==> src/rtl/histogram_pkg.sv <==
// Shared definitions for the computeHistogram producer and its peak reader:
// default bin geometry, data widths and the reader FSM encoding.
package histogram_pkg;

  localparam int HP_X_BINS  = 240;
  localparam int HP_Y_BINS  = 180;
  localparam int HP_COUNT_W = 8;
  localparam int HP_IDX_W   = 8;

  typedef enum logic [2:0] {
    ST_IDLE     = 3'd0,
    ST_REQ      = 3'd1,
    ST_COLLECT  = 3'd2,
    ST_CLEAR    = 3'd3,
    ST_WAIT_CLR = 3'd4,
    ST_DONE     = 3'd5
  } state_e;

endpackage

==> src/rtl/peak_tracker.sv <==
// Running maximum over one streamed histogram axis; ties keep the lowest index.
// full reflects the beat count including a beat accepted this cycle.
module peak_tracker #(
  parameter int BINS    = 240,
  parameter int COUNT_W = 8,
  parameter int IDX_W   = 8
) (
  input  logic               clk,
  input  logic               reset,
  input  logic               init,
  input  logic               valid,
  input  logic [COUNT_W-1:0] value,
  input  logic               enable,
  output logic [COUNT_W-1:0] maxCount,
  output logic [IDX_W-1:0]   maxIndex,
  output logic               full,
  output logic               overrun
);

  localparam logic [IDX_W:0] BINS_C = (IDX_W+1)'(BINS);

  logic [IDX_W:0]     cnt_q, cnt_d;
  logic [COUNT_W-1:0] max_q, max_d;
  logic [IDX_W-1:0]   idx_q, idx_d;

  always_comb begin
    cnt_d   = cnt_q;
    max_d   = max_q;
    idx_d   = idx_q;
    overrun = 1'b0;
    if (init) begin
      cnt_d = '0;
      max_d = '0;
      idx_d = '0;
    end else if (enable && valid) begin
      if (cnt_q == BINS_C) begin
        overrun = 1'b1;
      end else begin
        cnt_d = cnt_q + 1'b1;
        if (value > max_q) begin
          max_d = value;
          idx_d = cnt_q[IDX_W-1:0];
        end else begin
          max_d = max_q;
        end
      end
    end else begin
      overrun = 1'b0;
    end
  end

  always_ff @(posedge clk or posedge reset) begin
    if (reset) begin
      cnt_q <= '0;
      max_q <= '0;
      idx_q <= '0;
    end else begin
      cnt_q <= cnt_d;
      max_q <= max_d;
      idx_q <= idx_d;
    end
  end

  assign full     = (cnt_d == BINS_C);
  assign maxCount = max_q;
  assign maxIndex = idx_q;

endmodule

==> src/rtl/histogram_peak_reader.sv <==
// Reads one X/Y histogram from the producer, finds each axis peak, then clears
// the producer and publishes registered peak coordinates with a done pulse.
module histogram_peak_reader
  import histogram_pkg::*;
#(
  parameter int X_BINS    = HP_X_BINS,
  parameter int Y_BINS    = HP_Y_BINS,
  parameter int COUNT_W   = HP_COUNT_W,
  parameter int IDX_W     = HP_IDX_W,
  parameter int MIN_COUNT = 1
) (
  input  logic               clk,
  input  logic               reset,
  input  logic               start,
  input  logic [COUNT_W-1:0] xHistogramIn,
  input  logic [COUNT_W-1:0] yHistogramIn,
  input  logic               xValid,
  input  logic               yValid,
  input  logic               histogramClear,
  output logic               readHistogram,
  output logic               clearHistogram,
  output logic               busy,
  output logic               done,
  output logic [IDX_W-1:0]   xPeakIndex,
  output logic [IDX_W-1:0]   yPeakIndex,
  output logic [COUNT_W-1:0] xPeakCount,
  output logic [COUNT_W-1:0] yPeakCount,
  output logic               found,
  output logic               error
);

  state_e state_q, state_d;

  logic               accept_s, collect_s, bad_s;
  logic               x_full_s, y_full_s, x_over_s, y_over_s;
  logic [COUNT_W-1:0] x_max_s, y_max_s;
  logic [IDX_W-1:0]   x_idx_s, y_idx_s;

  logic               read_q, read_d, clear_q, clear_d, busy_q, busy_d, done_q, done_d;
  logic               found_q, found_d, error_q, error_d;
  logic [IDX_W-1:0]   x_idx_q, x_idx_d, y_idx_q, y_idx_d;
  logic [COUNT_W-1:0] x_cnt_q, x_cnt_d, y_cnt_q, y_cnt_d;

  assign accept_s  = (state_q == ST_IDLE) && start;
  assign collect_s = (state_q == ST_COLLECT);

  peak_tracker #(.BINS(X_BINS), .COUNT_W(COUNT_W), .IDX_W(IDX_W)) u_x_tracker (
    .clk(clk), .reset(reset), .init(accept_s), .valid(xValid), .value(xHistogramIn),
    .enable(collect_s), .maxCount(x_max_s), .maxIndex(x_idx_s), .full(x_full_s),
    .overrun(x_over_s)
  );

  peak_tracker #(.BINS(Y_BINS), .COUNT_W(COUNT_W), .IDX_W(IDX_W)) u_y_tracker (
    .clk(clk), .reset(reset), .init(accept_s), .valid(yValid), .value(yHistogramIn),
    .enable(collect_s), .maxCount(y_max_s), .maxIndex(y_idx_s), .full(y_full_s),
    .overrun(y_over_s)
  );

  always_comb begin
    state_d = state_q;
    case (state_q)
      ST_IDLE:     state_d = start ? ST_REQ : ST_IDLE;
      ST_REQ:      state_d = ST_COLLECT;
      ST_COLLECT:  state_d = (x_full_s && y_full_s) ? ST_CLEAR : ST_COLLECT;
      ST_CLEAR:    state_d = ST_WAIT_CLR;
      ST_WAIT_CLR: state_d = histogramClear ? ST_DONE : ST_WAIT_CLR;
      ST_DONE:     state_d = ST_IDLE;
      default:     state_d = ST_IDLE;
    endcase
  end

  // An accepted start clears error first so a same-cycle stray beat still flags it.
  assign bad_s = (start && (state_q != ST_IDLE)) ||
                 ((xValid || yValid) && !collect_s) || x_over_s || y_over_s;

  always_comb begin
    read_d  = (state_d == ST_REQ);
    clear_d = (state_d == ST_CLEAR);
    busy_d  = (state_d != ST_IDLE);
    done_d  = (state_d == ST_DONE);
    error_d = error_q;
    if (accept_s) begin
      error_d = 1'b0;
    end else begin
      error_d = error_q;
    end
    if (bad_s) begin
      error_d = 1'b1;
    end else begin
      error_d = error_d;
    end
    x_idx_d = x_idx_q;
    y_idx_d = y_idx_q;
    x_cnt_d = x_cnt_q;
    y_cnt_d = y_cnt_q;
    found_d = found_q;
    if (state_d == ST_DONE) begin
      x_idx_d = x_idx_s;
      y_idx_d = y_idx_s;
      x_cnt_d = x_max_s;
      y_cnt_d = y_max_s;
      found_d = (x_max_s >= COUNT_W'(MIN_COUNT)) && (y_max_s >= COUNT_W'(MIN_COUNT));
    end else begin
      found_d = found_q;
    end
  end

  always_ff @(posedge clk or posedge reset) begin
    if (reset) begin
      state_q <= ST_IDLE;
      read_q  <= 1'b0;
      clear_q <= 1'b0;
      busy_q  <= 1'b0;
      done_q  <= 1'b0;
      error_q <= 1'b0;
      found_q <= 1'b0;
      x_idx_q <= '0;
      y_idx_q <= '0;
      x_cnt_q <= '0;
      y_cnt_q <= '0;
    end else begin
      state_q <= state_d;
      read_q  <= read_d;
      clear_q <= clear_d;
      busy_q  <= busy_d;
      done_q  <= done_d;
      error_q <= error_d;
      found_q <= found_d;
      x_idx_q <= x_idx_d;
      y_idx_q <= y_idx_d;
      x_cnt_q <= x_cnt_d;
      y_cnt_q <= y_cnt_d;
    end
  end

  assign readHistogram  = read_q;
  assign clearHistogram = clear_q;
  assign busy           = busy_q;
  assign done           = done_q;
  assign error          = error_q;
  assign found          = found_q;
  assign xPeakIndex     = x_idx_q;
  assign yPeakIndex     = y_idx_q;
  assign xPeakCount     = x_cnt_q;
  assign yPeakCount     = y_cnt_q;

endmodule

==> config.mk <==
export PLATFORM = sky130hd
export DESIGN_NAME = histogram_peak_reader
export DESIGN_NICKNAME = d
export VERILOG_FILES = /design/src/rtl/histogram_pkg.sv /design/src/rtl/peak_tracker.sv /design/src/rtl/histogram_peak_reader.sv
export SDC_FILE = /design/constraint.sdc
export NUM_CORES = 1
export LEC_CHECK = 0
export CAP_MARGIN = 20
export CELL_PAD_IN_SITES_DETAIL_PLACEMENT = 0
export CELL_PAD_IN_SITES_GLOBAL_PLACEMENT = 1
export CORE_MARGIN = 1.5
export CORE_UTILIZATION = 44
export DETAILED_ROUTE_END_ITERATION = 10
export PLACE_DENSITY_LB_ADDON = 0.1
export SYNTH_ARGS = -nofsm -noshare
export SYNTH_HDL_FRONTEND = slang
export SYNTH_SLANG_ARGS = --single-unit
export TNS_END_PERCENT = 20
==> constraint.sdc <==
create_clock -name clk -period 4.57 [get_ports clk]
set_clock_uncertainty 0.05 [all_clocks]
set_input_delay 1.1425 -clock clk [delete_from_list [all_inputs] [get_ports clk]]
set_output_delay 1.1425 -clock clk [all_outputs]
set_load 0.02 [all_outputs]
==> metrics.md <==
| Metric | Value |
|---|---|
| Status | finished, final reports clean |
| Hold Path End | xPeakIndex[2]$_DFFE_PP0N_ |
| Area delta synth->final | 20.50% |
| Clk root buf | clkbuf_8 |
| Hold Path Depth | 1 |
| Endpoint class of the critical path | flop |
| Slowest stage cell, crit path | o31ai_2 |
| # setup viols final | 0 |
| # hold bufs at CTS | 0 |
| Tcrit/Tclk final | 0.7380 |
| Yosys top cell by area | dfrtp_1 |
| Area of the core | 9864 um2 |
| CP delay by family, top | compound AO/OA/AOI/OAI gates |
| Most frequent cell after synthesis | dfrtp_1 |
| Worst min-delay path category | flop to flop |
| Post-Synthesis Cell Area | 4517 um2 |
| Chip width | 104.3 um |
| Post-synth ARST share | 1.000 |
| Worst Setup Path Type | primary input to flop |
| Max Cap Viol | 0 |
| Layout Cells excl Fill | 600 |
| Detailed-route via count | 3084 |
| CTS tree | built |
| Reg2Reg Setup Slack | 2.00 ns |
| Ports | 60 |
| DR vias/cell | 5.140 |
| Reg2Reg Launch Point | u_x_tracker.maxCount[1]$_DFFE_PP0P_ |
| IO Port Bufs | 59 |
| Seq cells post-synth | 91 |
| Switching fraction of total power | 0.3529 |
| Min Hold Slack | 0.4587 ns |
| RR Endpoint | u_x_tracker.maxIndex[7]$_DFFE_PP0P_ |
| Crit Path Max Fanout | 9 |
| All-layer global routing usage | 0.1772 |
| Worst Max-Slew Pin Slew | 0.7602 ns |
| Number of diodes | 0 |
| Int Pwr | 1853 uW |
| Largest regs | u_x_tracker.cnt_q: 9 flops, u_y_tracker.cnt_q: 9 flops |
| Largest net degree at the start of global routing | 52 |
| Share of post-route cells with drive strength above 1 | 0.1627 |
| Vias in the first global route | 3142 |
| Top FF cell, synth | dfrtp_1 |
| PD cells | 526.2 nW/um2 |
| Mapped Nets | 447 |
| Critical path's largest stage delay | 0.66 ns |
| Max_slew headroom | 0.4901 |
| Buf+Inv Stages, Crit Path | 2 |
| Detailed placer's ending HPWL | 6266 um |
| Ys Warns | 0 |
| Switching pwr | 1011 uW |
| CTS Sinks | 91 |
| Initial Util | 0.4579 |
| Initial antenna violation count | 0 |
| Overall Power | 2864 uW |
| Post-route DRC | 0 |
| Worst Reg2Reg Path Length in Cells | 9 |
| Initial DRT Pass Iterations | 4 |
| Clock insertion delay at the later pin of the skew report | 0.36 ns |
| Gate power share | 0.387 |
| Routability cong. | 0.8010 |
| VDD IR max | 0.0002469 V |
| Largest cells by area after synthesis | dfrtp_1, mux2_2, ha_1 |
| Drt total wl | 9073 um |
| Pins over their slew limit | 0 |
| Setup TNS | 0 ns |
| WL/cell | 15.12 um |
| Fillcell total | 893 |
| Final #Nets | 505 |
| EDFF count, synth | 0 |
| Number of CTS-inserted buffers | 9 |
| RSZ-0062 raised after global routing | no |
| Fmax | 0.2965 GHz |
| Critical Path RT | 4.80 ns |
| Cell Chain, Critical Path | clkdlybuf4s50_1 > ha_1 > nor2b_1 > o21a_1 > o21ai_0 > a21oi_1 > o31ai_2 > buf_4 > mux2i_1 |
| Post-CTS resize count | 0 |
| Post-synth top cells | dfrtp_1, mux2_2, inv_1, nand2_1, nor2_1 |
| H-tree depth | 3 |
| Minimum clock period | 3.373 ns |
| Synth top area share | 0.5042 |
| Post-CTS Setup Bufs | 0 |
| Hold Fails Final Rpt | 0 |
| HP Start | u_x_tracker.maxIndex[2]$_DFFE_PP0P_ |
| Number of distinct library cells after synthesis | 51 |
| Part of the Yosys area used for sequential elements | 0.5042 |
| Clock network fraction of total power | 0.204 |
| Sequential power share | 0.409 |
| Crit path DAT | 3.61 ns |
| Post-layout util | 0.5518 |
| First-pass GRT wire length | 15410 um |
| Initial drt markers | 88 |
| Placed cell count | 585 |
| CTS max path bufs | 2 |
| Congestion Overflow GR | 0 |
| ANT nets after route | 0 |
| Syn_area_per_cell | 11.15 um2 |
| Die area | 10880 um2 |
| P_leak | 0.002467 uW |
| Reg clk slew, reported paths | 0.08 ns |
| # rows | 36 |
| Crit path launch type | primary input |
| Syn Inst Count | 405 |
| Die height | 104.3 um |
-- worst reg2reg max path, stage by stage, from the launching register on --
cell,delay (ns)
dfrtp_1,0.38
inv_1,0.06
ha_1,0.28
nor2b_1,0.13
o21a_1,0.15
o21ai_0,0.14
a21oi_1,0.10
o31ai_2,0.66
buf_4,0.34
mux2i_1,0.21
-- how the worst max path moves through the flow --
stage | from | to | slack, ns | depth (start not counted)
global route | xHistogramIn[1] | u_x_tracker.maxIndex[7]$_DFFE_PP0P_ | 1.01 | 9
CTS | xHistogramIn[1] | u_x_tracker.maxIndex[7]$_DFFE_PP0P_ | 1.16 | 9
floorplan | reset | busy$_DFF_PP0_ | 1.01 | 1
finish | xHistogramIn[1] | u_x_tracker.maxIndex[7]$_DFFE_PP0P_ | 1.20 | 9
detailed placement | xHistogramIn[1] | u_x_tracker.maxIndex[5]$_DFFE_PP0P_ | 0.78 | 9
global placement | xHistogramIn[1] | u_x_tracker.maxIndex[7]$_DFFE_PP0P_ | 0.88 | 9
-- stage by stage --
step,cell area [um2],setup slack (ns)
after global routing,5443,1.008
final,5443,1.197
after CTS,5443,1.163
after global placement,5235,0.8792
after detailed placement,5235,0.7756
after floorplan,4517,1.014
-- per-layer routing --
layer	global-route usage	part of all wire	up-vias
met5	0	0	-
met4	0.07242	0.020	0
met3	0.03383	0.027	14
met2	0.2824	0.48	56
met1	0.2370	0.47	1503
li1	-	-	1511
-- cell families (layout without fill, tap and decap cells) --
family | count (synthesis) | count (layout) | synth area share
adder cells (fa/ha/maj) | 20 | 20 | 0.05540
flip-flops | 91 | 91 | 0.5042
buffers and inverters | 56 | 118 | 0.05457
XOR/XNOR | 11 | 11 | 0.02133
AND/OR/NAND/NOR | 118 | 118 | 0.1352
AO/OA/AOI/OAI | 40 | 40 | 0.06260
multiplexers | 69 | 69 | 0.1668
-- power by group through the flow --
stage	combinational [uW]	sequential (uW)	clock (uW)
final	1110	1170	586
after global routing	1230	1210	633
after CTS	1130	1170	608
after detailed placement	1120	1190	0
after global placement	1100	1180	0
after floorplan	684	1240	0
-- cell type report --
type,instances,area (um2),area share
sequential,91,2277,0.4184
inverter,39,152.6,0.02805
clock buffer,11,131.4,0.02414
clock inverter,4,76.32,0.01402
multi-input combinational,258,1998,0.3671
timing repair buffer,64,640.6,0.1177
tap,133,166.4,0.03057
-- layout by cell type (no fill, tap or decap), types with 5 or more instances in the layout --
cell type	count
inv_1	37
ha_1	20
o21ai_0	9
dfrtp_1	91
mux2i_1	22
clkdlybuf4s50_1	59
clkbuf_8	9
a21oi_1	6
nand3_1	7
nand4_1	7
xnor2_1	11
mux2_2	46
nor2_1	34
nand2_1	35
a21o_1	5
nor4_1	6
No activity file was read; power rests on OpenSTA's default activity.
